File: config.mk
export PLATFORM = sky130hd
export DESIGN_NAME = hub75_bcm_ctrl
export DESIGN_NICKNAME = d
export VERILOG_FILES = /design/src/rtl/hub75_bcm_ctrl_pkg.sv /design/src/rtl/hub75_gamma_lut.sv /design/src/rtl/hub75_bcm_ctrl.sv
export SDC_FILE = /design/constraint.sdc
export NUM_CORES = 1
export LEC_CHECK = 0
export CAP_MARGIN = 10
export CORE_MARGIN = 2
export CORE_UTILIZATION = 30
export CTS_CLUSTER_SIZE = 28
export DETAILED_ROUTE_END_ITERATION = 8
export SKIP_LAST_GASP = 1
export SYNTH_ARGS = -nofsm -noshare
export SYNTH_HDL_FRONTEND = slang
export SYNTH_SLANG_ARGS = --single-unit
File: constraint.sdc
create_clock -name clk -period 1.5 [get_ports clk]
set_input_delay 0.15 -clock clk [delete_from_list [all_inputs] [get_ports clk]]
set_output_delay 0.15 -clock clk [all_outputs]
set_load 0.01 [all_outputs]
File: src/rtl/hub75_bcm_ctrl_pkg.sv
// ============================================================================
//  Module      : hub75_bcm_ctrl_pkg
//  Description : Shared definitions for the HUB75 binary-coded-modulation
//                controller: FSM state enumeration and clog2-derived width
//                helpers/constants.
//  Revision    : 1.0 - initial release
// ============================================================================
`default_nettype none

package hub75_bcm_ctrl_pkg;

    typedef enum logic [2:0] {
        ST_IDLE  = 3'd0,
        ST_SHIFT = 3'd1,
        ST_WAIT  = 3'd2,
        ST_LATCH = 3'd3,
        ST_SHOW  = 3'd4
    } state_t;

    // Index width for n items; never narrower than one bit.
    function automatic int addr_width(input int n);
        return (n > 1) ? $clog2(n) : 1;
    endfunction

    // The longest plane needs BASE_T<<(depth-1) cycles; that value is a
    // power-of-two multiple of BASE_T, so one extra bit is needed to hold it.
    function automatic int oe_timer_width(input int base_t, input int depth);
        return $clog2(base_t << (depth - 1)) + 1;
    endfunction

    // Widths for the default build (2 x 64 columns, 1/16 scan, 8-bit colour,
    // BASE_T = 8).
    localparam int C_DEF_ADDR_W = addr_width(2 * 64 * 16);
    localparam int C_DEF_ROW_W  = addr_width(16);
    localparam int C_DEF_TMR_W  = oe_timer_width(8, 8);

endpackage

`default_nettype wire

File: src/rtl/hub75_gamma_lut.sv
// ============================================================================
//  Module      : hub75_gamma_lut
//  Description : Fixed gamma-2.2 lookup for one colour channel, one register
//                stage. Only instantiated when HUB75_GAMMA_EN is defined.
//                The curve uses y = (4*x^2 + x^3/M) / (5*M) with M = full
//                scale, a close integer fit of M*(x/M)^2.2 that maps 0->0
//                and M->M.
//  Ports       : clk  - clock
//                din  - linear channel value
//                dout - gamma-corrected value, one cycle after din
//  Revision    : 1.0 - initial release
// ============================================================================
`default_nettype none

module hub75_gamma_lut #(
    parameter int PIXEL_DEPTH = 8
) (
    input  logic                   clk,
    input  logic [PIXEL_DEPTH-1:0] din,
    output logic [PIXEL_DEPTH-1:0] dout
);

    localparam int C_ENTRIES = 1 << PIXEL_DEPTH;

    function automatic logic [PIXEL_DEPTH-1:0] gamma_entry(input int x);
        longint m;
        longint lx;
        longint num;
        longint den;
        longint y;
        m   = (longint'(1) << PIXEL_DEPTH) - 1;
        lx  = longint'(x);
        num = 4 * lx * lx * m + lx * lx * lx;
        den = 5 * m * m;
        y   = (num + den / 2) / den;
        return PIXEL_DEPTH'(y);
    endfunction

    logic [PIXEL_DEPTH-1:0] w_table [C_ENTRIES];

    for (genvar i = 0; i < C_ENTRIES; i++) begin : g_entry
        assign w_table[i] = gamma_entry(i);
    end

    always_ff @(posedge clk) begin
        dout <= w_table[din];
    end

endmodule

`default_nettype wire

File: src/rtl/hub75_bcm_ctrl.sv
// ============================================================================
//  Module      : hub75_bcm_ctrl
//  Description : HUB75 LED panel driver using binary-coded modulation. For
//                each row pair, bit planes 0..PIXEL_DEPTH-1 are shifted out
//                column by column, latched, and shown for BASE_T<<plane
//                cycles; shifting of the next plane overlaps the display.
//  Macro       : HUB75_GAMMA_EN - pass every channel through a gamma-2.2
//                lookup (one extra cycle of read-ahead).
//  Ports       : clk, rst (sync, active-high), en (run enable)
//                ram_addr/ram_rd/ram_data - frame buffer read port,
//                  data {uR,uG,uB,lR,lG,lB} valid RAM_LAT cycles after ram_rd
//                sclk, lat, oe_n (active-low) - panel control
//                rgb1/rgb2 - upper/lower {r,g,b}; row_addr - row select
//                frame_done - one-cycle pulse on the final latch of a frame
//  Revision    : 1.0 - initial release
// ============================================================================
`default_nettype none

module hub75_bcm_ctrl
    import hub75_bcm_ctrl_pkg::*;
#(
    parameter int NUM_PANELS  = 2,
    parameter int PANEL_W     = 64,
    parameter int SCAN_ROWS   = 16,
    parameter int PIXEL_DEPTH = 8,
    parameter int BASE_T      = 8,
    parameter int RAM_LAT     = 1
) (
    input  logic                                                 clk,
    input  logic                                                 rst,
    input  logic                                                 en,
    output logic [addr_width(NUM_PANELS*PANEL_W*SCAN_ROWS)-1:0]  ram_addr,
    output logic                                                 ram_rd,
    input  logic [6*PIXEL_DEPTH-1:0]                             ram_data,
    output logic                                                 sclk,
    output logic                                                 lat,
    output logic                                                 oe_n,
    output logic [2:0]                                           rgb1,
    output logic [2:0]                                           rgb2,
    output logic [addr_width(SCAN_ROWS)-1:0]                     row_addr,
    output logic                                                 frame_done
);

    localparam int C_IMG_W   = NUM_PANELS * PANEL_W;
    localparam int C_ADDR_W  = addr_width(C_IMG_W * SCAN_ROWS);
    localparam int C_ROW_W   = addr_width(SCAN_ROWS);
    localparam int C_PLANE_W = addr_width(PIXEL_DEPTH);
    localparam int C_TMR_W   = oe_timer_width(BASE_T, PIXEL_DEPTH);
`ifdef HUB75_GAMMA_EN
    localparam int C_GAMMA_LAT = 1;
`else
    localparam int C_GAMMA_LAT = 0;
`endif
    // ram_rd -> channel data usable, and ram_rd -> rgb outputs updated.
    localparam int   C_DLY       = RAM_LAT + C_GAMMA_LAT;
    localparam int   C_LEAD      = C_DLY + 1;
    // Reads go out on even counts; sclk trails them by C_LEAD cycles, so a
    // plane occupies 2*IMG_W + C_LEAD cycles with no stall between columns.
    localparam int   C_SHIFT_LEN = 2 * C_IMG_W + C_LEAD;
    localparam int   C_CNT_W     = addr_width(C_SHIFT_LEN);
    localparam logic C_LEAD_ODD  = 1'(C_LEAD % 2);

    state_t                 r_state;
    state_t                 w_state_nxt;
    logic [C_CNT_W-1:0]     r_k;
    logic [C_ROW_W-1:0]     r_row;       // row being shifted
    logic [C_PLANE_W-1:0]   r_plane;     // plane being shifted
    logic [C_ROW_W-1:0]     r_row_addr;  // row being displayed
    logic [C_TMR_W-1:0]     r_timer;
    logic [2:0]             r_rgb1;
    logic [2:0]             r_rgb2;
    logic [C_DLY-1:0]       r_rd_pipe;

    logic w_k_inc, w_k_clr, w_cnt_clr, w_adv, w_load, w_lat, w_done;
    logic w_last_plane, w_last_row, w_cap;

    logic [PIXEL_DEPTH-1:0] w_ch [6];

    assign w_last_plane = (r_plane == C_PLANE_W'(PIXEL_DEPTH - 1));
    assign w_last_row   = (r_row   == C_ROW_W'(SCAN_ROWS - 1));

    // ------------------------------------------------------------------
    // Channel data: raw or gamma-corrected. Channel 0 is upper R (MSBs).
    // ------------------------------------------------------------------
`ifdef HUB75_GAMMA_EN
    for (genvar i = 0; i < 6; i++) begin : g_gamma
        hub75_gamma_lut #(
            .PIXEL_DEPTH (PIXEL_DEPTH)
        ) u_lut (
            .clk  (clk),
            .din  (ram_data[(6-i)*PIXEL_DEPTH-1 -: PIXEL_DEPTH]),
            .dout (w_ch[i])
        );
    end
`else
    for (genvar i = 0; i < 6; i++) begin : g_raw
        assign w_ch[i] = ram_data[(6-i)*PIXEL_DEPTH-1 -: PIXEL_DEPTH];
    end
`endif

    // ------------------------------------------------------------------
    // FSM state register
    // ------------------------------------------------------------------
    always_ff @(posedge clk) begin
        if (rst) begin
            r_state <= ST_IDLE;
        end else begin
            r_state <= w_state_nxt;
        end
    end

    // ------------------------------------------------------------------
    // FSM next state and strobes
    // ------------------------------------------------------------------
    always_comb begin
        w_state_nxt = r_state;
        w_k_inc     = 1'b0;
        w_k_clr     = 1'b0;
        w_cnt_clr   = 1'b0;
        w_adv       = 1'b0;
        w_load      = 1'b0;
        w_lat       = 1'b0;
        w_done      = 1'b0;
        case (r_state)
            ST_IDLE: begin
                if (en) begin
                    w_state_nxt = ST_SHIFT;
                end
            end
            ST_SHIFT: begin
                if (!en) begin
                    w_state_nxt = ST_IDLE;
                    w_cnt_clr   = 1'b1;
                end else if (r_k == C_CNT_W'(C_SHIFT_LEN - 1)) begin
                    w_state_nxt = ST_WAIT;
                    w_k_clr     = 1'b1;
                end else begin
                    w_k_inc     = 1'b1;
                end
            end
            ST_WAIT: begin
                if (!en) begin
                    w_state_nxt = ST_IDLE;
                    w_cnt_clr   = 1'b1;
                end else if (r_timer == '0) begin
                    w_state_nxt = ST_LATCH;
                end
            end
            ST_LATCH: begin
                w_lat       = 1'b1;
                w_done      = w_last_plane && w_last_row;
                w_state_nxt = ST_SHOW;
            end
            ST_SHOW: begin
                // The latched plane is always shown; en only decides
                // whether another plane gets shifted behind it.
                w_load = 1'b1;
                if (en) begin
                    w_adv       = 1'b1;
                    w_state_nxt = ST_SHIFT;
                end else begin
                    w_cnt_clr   = 1'b1;
                    w_state_nxt = ST_IDLE;
                end
            end
            default: begin
                w_state_nxt = ST_IDLE;
            end
        endcase
    end

    // ------------------------------------------------------------------
    // Shift counter, plane/row sequencing, displayed row
    // ------------------------------------------------------------------
    always_ff @(posedge clk) begin
        if (rst || w_cnt_clr || w_k_clr) begin
            r_k <= '0;
        end else if (w_k_inc) begin
            r_k <= r_k + 1'b1;
        end
    end

    always_ff @(posedge clk) begin
        if (rst || w_cnt_clr) begin
            r_row   <= '0;
            r_plane <= '0;
        end else if (w_adv) begin
            if (w_last_plane) begin
                r_plane <= '0;
                r_row   <= w_last_row ? '0 : r_row + 1'b1;
            end else begin
                r_plane <= r_plane + 1'b1;
            end
        end
    end

    always_ff @(posedge clk) begin
        if (rst) begin
            r_row_addr <= '0;
        end else if (w_lat && (r_plane == '0)) begin
            r_row_addr <= r_row;
        end
    end

    // ------------------------------------------------------------------
    // OE timer: loaded in SHOW, counts down; oe_n is low while nonzero.
    // ------------------------------------------------------------------
    always_ff @(posedge clk) begin
        if (rst) begin
            r_timer <= '0;
        end else if (w_load) begin
            r_timer <= C_TMR_W'(BASE_T) << r_plane;
        end else if (r_timer != '0) begin
            r_timer <= r_timer - 1'b1;
        end
    end

    // ------------------------------------------------------------------
    // Read tracking and rgb capture
    // ------------------------------------------------------------------
    always_ff @(posedge clk) begin
        if (rst) begin
            r_rd_pipe <= '0;
        end else begin
            r_rd_pipe[0] <= ram_rd;
            for (int i = 1; i < C_DLY; i++) begin
                r_rd_pipe[i] <= r_rd_pipe[i-1];
            end
        end
    end

    assign w_cap = r_rd_pipe[C_DLY-1];

    always_ff @(posedge clk) begin
        if (rst) begin
            r_rgb1 <= '0;
            r_rgb2 <= '0;
        end else if (w_cap) begin
            r_rgb1 <= {w_ch[0][r_plane], w_ch[1][r_plane], w_ch[2][r_plane]};
            r_rgb2 <= {w_ch[3][r_plane], w_ch[4][r_plane], w_ch[5][r_plane]};
        end
    end

    // ------------------------------------------------------------------
    // Outputs, decoded from registered state
    // ------------------------------------------------------------------
    assign ram_rd     = (r_state == ST_SHIFT) && (r_k < C_CNT_W'(2 * C_IMG_W)) && !r_k[0];
    assign ram_addr   = C_ADDR_W'(r_row) * C_ADDR_W'(C_IMG_W) + C_ADDR_W'(r_k >> 1);
    assign sclk       = (r_state == ST_SHIFT) && (r_k >= C_CNT_W'(C_LEAD)) && (r_k[0] != C_LEAD_ODD);
    assign lat        = w_lat;
    assign frame_done = w_done;
    assign oe_n       = (r_timer == '0);
    assign rgb1       = r_rgb1;
    assign rgb2       = r_rgb2;
    assign row_addr   = r_row_addr;

endmodule

`default_nettype wire

==> metrics, run 1 <==
critical path, cell by cell=inv_2 > ha_4 > or3b_4 > nor3_4 > mux2i_1 > a211oi_1; fin worst setup slack=-0.0597 ns; clk buf depth=2; largest net degree at the start of global routing=19; clk slew on worst S/H paths=0.08 ns; switching share of power=34.8%; worst skew pair latency=0.30 ns; failing checks=setup timing; Synth cell types=51; RR Startpoint=r_timer[1]; WP depth=6; crit start category=register; Post-synth top cells=dfxtp_1 (41), nor2_1 (29), nand2_1 (24); leading post-synthesis cells by cell area=dfxtp_1 (32%), mux4_2 (10%), ha_1 (5.8%); largest stage delay on the critical path=0.41 ns; Port Buffer Count=76; Starting Density=31.2%; RSZ-0062 raised after global routing=true; Arr. time, crit path=1.75 ns; Vias/cell=4.95; Vias=2,540; critical path type=register to register; initial DRC count=62; initial antenna violation count=0; Syn Inst Count=277; Routed WL per cell=15.1 um; Max Fanout on Critical Path=4; Crit path required time=1.69 ns; fin crit period=1.56 ns; outcome=complete, but fails checks; worst slack, placed=-0.158 ns; CP Capture Point=r_timer[6]; Hold WC Path Type=register to register; CTS tree=built; Int Power=2630 uW; GRT Overall Usage=15.8%; Die Footprint=9380 um^2; Fill cells=737; Pwr Density=939 nW/um^2; VDD IR max=426 uV; CTS Buf Count=5; final setup TNS=-0.224 ns; remaining antenna violation count after routing=0; DRT Pass-1 Iters=4; Pins Over Slew Limit=0; sequential share of power=33.0%; Synth top area share=31.7%; # H-tree levels=2; Post-synth EDFFs=0; CP startpoint=r_timer[1]; top-count cell post-synth=dfxtp_1; syn nets=340; clock tree sinks=41; Worst-Margin Slew=0.434 ns; worst reg-to-reg path cell count=6; area growth from synthesis to layout=66.2%; Fmax=641 MHz; CP delay by family, top=simple AND/OR/NAND/NOR gates; gpl congestion=0.785; Buffers & Inverters on Critical Path=1; syn avg cell area=9.34 um^2; Max Cap Violations=0; Async SR Flop Fraction=0%; first-pass GRT wire length=12,300 um; Post-route DRC=0; Tcrit/Tclk final=104%; Root Buffer=clkbuf_8; layout net count=470; # IOs=77; Worst setup EP type=register; top_reg_cell synth=dfxtp_1; #FFs+latches synth=41; sequential area share after synthesis=31.7%; clock power share=18.1%; global route overflow=0; Finish-stage setup viols=13; hold_buf cts=0; Core Region=8300 um^2; Clock Skew=0.0113 ns; total wire length=7730 um; Gate power share=48.9%; number of global-route vias before repair=2,639; reg2reg end=r_timer[6]; multi-input logic area=1850 um^2; Leak=0.00175 uW; layout cells sized above 1=41.4%; synth warn=0; post-DP HPWL=5760 um; Row Count=33; flop2flop setup slack=-0.06 ns; Reg area=845 um^2; Max-slew headroom=71.0%; Hold Vio Cnt, Final=0; Net Switching=1410 uW; synthesized area=2590 um^2; leading area contributor after synthesis=dfxtp_1; Slowest cell on crit path=or3b_4; die height=96.9 um; Antenna Cells=0; Chip Width=96.9 um
-- final cells by class --
class | count | area share [%]
Clock buffer | 5 | 1.60
Clock inverter | 3 | 0.407
Inverter | 14 | 1.22
Multi-Input combinational cell | 196 | 42.9
Sequential cell | 41 | 19.6
Tap cell | 105 | 3.05
Timing Repair Buffer | 149 | 31.2
-- worst min-delay path, delay by kind of cell (launching register included) --
| kind | cells | cell delay [ns] |
|---|---|---|
| and+or+nand+nor | 1 | 0.08 |
| AOI/OAI and AO/OA | 1 | 0.05 |
| DFF | 1 | 0.32 |
-- worst min path at each step --
stage / slack [ns] / depth (start not counted) / start / end
after floorplan: 0.46 / 0 / row_addr[0] / row_addr[0]
after global placement: 0.48 / 2 / rgb1[1] / rgb1[1]
after detailed placement: 0.48 / 2 / rgb1[1] / rgb1[1]
after CTS: 0.49 / 2 / rgb1[1] / rgb1[1]
after global routing: 0.52 / 2 / rgb1[0] / rgb1[0]
final: 0.48 / 2 / rgb1[0] / rgb1[0]
-- repair_timing --
action / 4_1_cts / 5_1_grt
gates cloned: 0 / 0
pin swaps: 9 / 24
endpoints found under the setup margin: 27 / 40
gates resized for setup: 53 / 66
setup buffers: 8 / 6
-- layout by cell type (no fill, tap or decap), types with 4 or more instances in the layout --
cell type	instances
clkdlybuf4s50_1	60
buf_4	60
dfxtp_1	28
nor2_1	26
nand2_1	23
buf_6	14
mux4_2	12
dfxtp_2	10
inv_1	9
a21oi_1	9
nand3_1	8
mux2i_1	8
a311oi_1	7
ha_4	7
dlymetal6s2s_1	7
xnor2_1	6
nor3_1	6
nand4_1	6
inv_2	5
xor2_1	5
ha_1	5
clkbuf_8	5
buf_2	5
a21oi_2	4
a211oi_1	4
-- metal layers --
metal  global-route usage (%)  wire (um)
met1                     18.5       3160
met2                     28.7       4250
met3                     2.89        192
met4                     5.53        126
met5                        0          0
-- flip-flops by register name, summed over array words and instances (netlist names) --
name and flops:
r_k 9, r_plane 3, r_rd_pipe 1, r_row 4, r_state 3, r_timer 11, rgb1 3, rgb2 3
row_addr 4
-- cells by family after synthesis --
logic type,after synthesis,share of synthesized area (%)
and+or+nand+nor,106,23.2
AOI/OAI and AO/OA,47,14.5
DFF,41,31.7
buffers and inverters,40,7.54
muxes,20,13.5
adders and majority gates,12,5.80
xor gates and xnor gates,11,3.72
-- power by group through the flow --
stage          Clock, uW  Sequential (uW)  Combinational (uW)
2_1_floorplan          0             1340                 927
3_3_place_gp           0             1330                1580
3_5_place_dp           0             1340                1600
4_1_cts              759             1320                1700
5_1_grt              812             1350                2120
6_report             731             1330                1970
-- per-stage QoR --
stage / utilization (%) / cell area [um^2] / cells / total power (uW) / hold slack [ns]
after floorplan: - / 2610 / 277 / 2270 / 0.461
after global placement: 46.0 / 3820 / 494 / 2910 / 0.478
after CTS: 48.4 / 4020 / 510 / 3780 / 0.493
after global routing: 51.8 / 4300 / 513 / 4290 / 0.516
after detailed placement: 46.0 / 3820 / 494 / 2940 / 0.481
final: 51.8 / 4300 / 513 / 4040 / 0.484
Note: power is estimated with default switching activity, not from simulation.
==> run 2, diff against run 1 <==
- CORE_UTILIZATION: 30 -> 51
- GPL_ROUTABILITY_DRIVEN: default -> 0
- PLACE_DENSITY: default -> 0.86
- clock period: 1.5 -> 2 ns (I/O delays scaled with it)
==> metrics, run 2 (same netlist as run 1, synthesis figures left out) <==
outcome=finished, final reports clean; Crit path required time=1.80 ns; largest stage delay on the critical path=0.52 ns; highest metal used=met4; fin worst setup slack=0.107 ns; Fill cells=348; CP most frequent cell=ha_1; Chip Width=75.2 um; Leak=0.00134 uW; initial DRC count=101; hold path start=rgb2[1]; Min Hold Slack=0.482 ns; commonest non-fill, non-tap cell in the layout=clkdlybuf4s50_1; CP delay by family, top=buffers and inverters; # H-tree levels=2; # IOs=77; met2 routed WL=3730 um; Hold Path Depth=2; Slowest cell on crit path=clkdlybuf4s50_1; max reg flops=11; Antenna Cells=0; crit start category=register; Die Footprint=5660 um^2; Port Buffer Count=76; Reg area=835 um^2; Arr. time, crit path=1.69 ns; global route overflow=0; Routed WL per cell=16.7 um; Core Region=4820 um^2; dpl cells=406; CTS tree=built; area growth from synthesis to layout=37.6%; Row Count=25; final setup TNS=0 ns; most frequent cells in the layout=clkdlybuf4s50_1 (71), dfxtp_1 (36), nor2_1 (29); Post-route DRC=0; Vias/cell=5.74; flop2flop setup slack=0.24 ns; RSZ-0062 raised after global routing=true; Tcrit/Tclk final=94.7%; met3 WL=240 um; Buffers & Inverters on Critical Path=1; die height=75.2 um; Worst setup EP type=output pin; Max-slew headroom=67.9%; total wire length=6950 um; Clock Skew=0.00820 ns; clk buf depth=2; critical path, cell by cell=ha_1 > ha_1 > clkdlybuf4s50_1; remaining antenna violation count after routing=0; worst slack, placed=0.126 ns; number of global-route vias before repair=2,354; Fmax=528 MHz; RR Startpoint=r_state[1]; VDD IR max=476 uV; WL met1=2880 um; initial antenna violation count=0; Finish-stage setup viols=0; Root Buffer=clkbuf_8; CTS Buf Count=5; worst skew pair latency=0.30 ns; multi-input logic area=1610 um^2; Hold WC Path Type=register to register; biggest regs=r_timer: 11 flops, r_k: 9 flops; final cell count without fillers=415; Worst Hold End=rgb2[1]; Pwr Density=757 nW/um^2; first-pass GRT wire length=11,000 um; Starting Density=53.7%; layout net count=410; Largest Register=r_timer; Vias=2,384; Worst-Margin Slew=0.482 ns; worst reg-to-reg path cell count=4; Hold Vio Cnt, Final=0; post-DP HPWL=5050 um; critical path type=register to output pin; reg2reg end=r_k[5]; Max Cap Violations=0; layout cells sized above 1=17.0%; Area after DPL=3380 um^2; DRT Pass-1 Iters=4; Pins Over Slew Limit=0; GRT Overall Usage=25.7%; largest net degree at the start of global routing=25; clk slew on worst S/H paths=0.09 ns; fin crit period=1.89 ns; clock tree sinks=41; Max Fanout on Critical Path=7; final instance area=3560 um^2
## run 2: cell count changes in the layout (fill, tap and decap cells not counted), sizes merged
cell,delta
buf,-66
clkdlybuf4s50,+11
dlymetal6s2s,-4
clkbuf,-2
bufinv,+1
clkinv,-1
dlygate4sd2,+1
## run 2: worst max path at each step
stage,cells past startpoint,start,end,slack (ns)
6_report,3,r_k[8],ram_addr[8],0.11
3_5_place_dp,5,en,r_k[5],0.13
5_1_grt,4,r_k[8],ram_addr[10],-0.03
3_3_place_gp,5,en,r_k[5],0.19
4_1_cts,4,r_row[0],frame_done,0.006
2_1_floorplan,8,r_plane[0],row_addr[0],0.38
## run 2: layer usage
layer	vias up	track usage, %
met5	-	0
met4	0	7.41
met3	11	5.09
met2	57	45.9
met1	1166	31.5
li1	1150	-
## run 2: area by class of cell
cell class                 count  share of cell area [%]
clock buffer                   5                    1.93
multi-input combinational    196                    45.2
sequential                    41                    23.4
tap                           67                    2.36
clock inverter                 3                    1.30
timing repair buffer          89                    24.3
inverter                      14                    1.48
## run 2: timing repair
| item | 4_1_cts | 5_1_grt |
|---|---|---|
| hold buffers | 0 | 0 |
| resized for setup | 13 | 7 |
| buffers inserted | 1 | 0 |
| endpoints found under the setup margin | 6 | 4 |
## run 2: power by group
group	internal, uW	switching (uW)
Sequential	898	122
Clock	374	312
Combinational	531	458
Total	1800	892
## run 2: worst register-to-register path: stages, from the launching register on
cell	delay (ns)
dfxtp_2	0.38
nand4bb_1	0.42
a41oi_2	0.53
nand3_1	0.17
a21oi_1	0.19
## run 2: through the flow
| step | total power (uW) | utilization [%] |
|---|---|---|
| 2_1_floorplan | 1680 | - |
| 3_3_place_gp | 1950 | 70.2 |
| 3_5_place_dp | 1990 | 70.2 |
| 4_1_cts | 2710 | 73.4 |
| 5_1_grt | 2860 | 73.9 |
| 6_report | 2690 | 73.9 |
==> run 3, diff against run 2 <==
--- a/constraint.sdc
+++ b/constraint.sdc
@@ -3,2 +3,2 @@
 set_output_delay 0.2 -clock clk [all_outputs]
-set_load 0.01 [all_outputs]
+set_load 0.1 [all_outputs]
==> metrics, run 3 (same netlist as run 1, synthesis figures left out) <==
global route overflow=0; final cell count without fillers=407; final setup TNS=0 ns; VDD IR max=546 uV; multi-input logic area=1610 um^2; flop2flop setup slack=0.27 ns; RSZ-0062 raised after global routing=false; Max Fanout on Critical Path=8; outcome=finished, final reports clean; critical path, cell by cell=nand3_1 > a311oi_2 > buf_12; biggest regs=r_timer: 11 flops, r_k: 9 flops; Worst-Margin Slew=0.479 ns; Pins Over Slew Limit=0; largest net degree at the start of global routing=25; reg2reg end=r_k[5]; Port Buffer Count=76; commonest non-fill, non-tap cell in the layout=clkdlybuf4s50_1; Root Buffer=clkbuf_8; number of global-route vias before repair=2,212; Fill cells=353; fin util=72.9%; Post-route DRC=0; layout cells sized above 1=21.8%; Reg area=822 um^2; Die Footprint=5660 um^2; initial DRC count=93; clk slew on worst S/H paths=0.07 ns; Largest Register=r_timer; Tcrit/Tclk final=96.4%; hold path start=rgb2[1]; Fmax=519 MHz; DRT Pass-1 Iters=5; Max-slew headroom=67.8%; crit start category=register; Worst Hold End=rgb2[1]; Vias/cell=5.64; Starting Density=53.7%; Crit path required time=1.80 ns; Routed WL per cell=16.3 um; Slowest cell on crit path=dfxtp_1; CTS tree=built; fin crit period=1.93 ns; Hold WC Path Type=register to register; clk buf depth=2; RR Startpoint=r_state[0]; worst skew pair latency=0.29 ns; Vias=2,297; dpl cells=399; first-pass GRT wire length=10,400 um; die height=75.2 um; Antenna Cells=0; Finish-stage setup viols=0; remaining antenna violation count after routing=0; # IOs=77; Hold Path Depth=2; hold_buf cts=0; worst reg-to-reg path cell count=4; Worst setup EP type=output pin; Leak=0.00130 uW; Pwr Density=780 nW/um^2; total wire length=6630 um; Arr. time, crit path=1.73 ns; # H-tree levels=2; Max Cap Violations=0; Chip Width=75.2 um; clock tree sinks=41; Clock Skew=0.00583 ns; area growth from synthesis to layout=35.8%; GRT Overall Usage=24.1%; largest stage delay on the critical path=0.54 ns; Row Count=25; critical path type=register to output pin; layout net count=403; Core Region=4820 um^2; post-DP HPWL=5070 um; most frequent cells in the layout=clkdlybuf4s50_1 (50), dfxtp_1 (40), nor2_1 (29); CTS Buf Count=5; Hold Vio Cnt, Final=0; initial antenna violation count=0; max reg flops=11
==> run 3: power by group <==
group	leakage [uW]	internal (uW)	switching, uW	total, uW
sequential	0.000334	901	127	1030
combinational	0.000925	536	633	1170
clock	0.0000443	274	269	543
==> run 3: metrics by stage <==
step / worst slack [ns] / hold slack, ns / instance area (um^2) / power (uW)
global route: 0.00756 / 0.518 / 3510 / 2900
floorplan: -0.277 / 0.480 / 2630 / 1870
global placement: 0.216 / 0.475 / 3410 / 2150
detailed placement: 0.161 / 0.482 / 3410 / 2170
finish: 0.0726 / 0.492 / 3510 / 2740
CTS: 0.00111 / 0.491 / 3500 / 2730
==> run 3: layout make-up <==
class,count,area share (%)
Multi-Input combinational cell,196,45.9
Timing Repair Buffer,82,24.3
Sequential cell,41,23.4
Clock buffer,7,2.46
Tap cell,67,2.39
Inverter,14,1.60
==> run 3: worst max-delay path by stage <==
stage	startpoint	end	slack (ns)	depth (start not counted)
final	r_state[0]	sclk	0.07	3
after global routing	r_state[0]	sclk	0.008	3
after CTS	r_plane[1]	frame_done	0.001	4
after detailed placement	en	r_k[5]	0.16	5
after global placement	en	r_k[5]	0.22	5
after floorplan	r_k[8]	sclk	-0.28	3
==> run 3: metal layers <==
layer  GRT usage [%]  part of all wire (%)  vias up
met5               0                     0        -
li1                -                     -     1127
met2            40.8                    52       51
met3            4.69                   3.7       11
met1            31.2                    43     1108
met4            7.02                   1.4        0
==> run 3: timing repair <==
action,in CTS,in global routing
resized for setup,1,1
setup buffers,0,1
endpoints found under the setup margin,1,2
==> run 3: worst max-delay path: cells and delay by family, from the launching register on <==
| family | cells | cell delay (ns) |
|---|---|---|
| buffers and inverters | 1 | 0.22 |
| AO/OA/AOI/OAI | 1 | 0.42 |
| AND/OR/NAND/NOR | 1 | 0.25 |
| flip-flops | 1 | 0.54 |
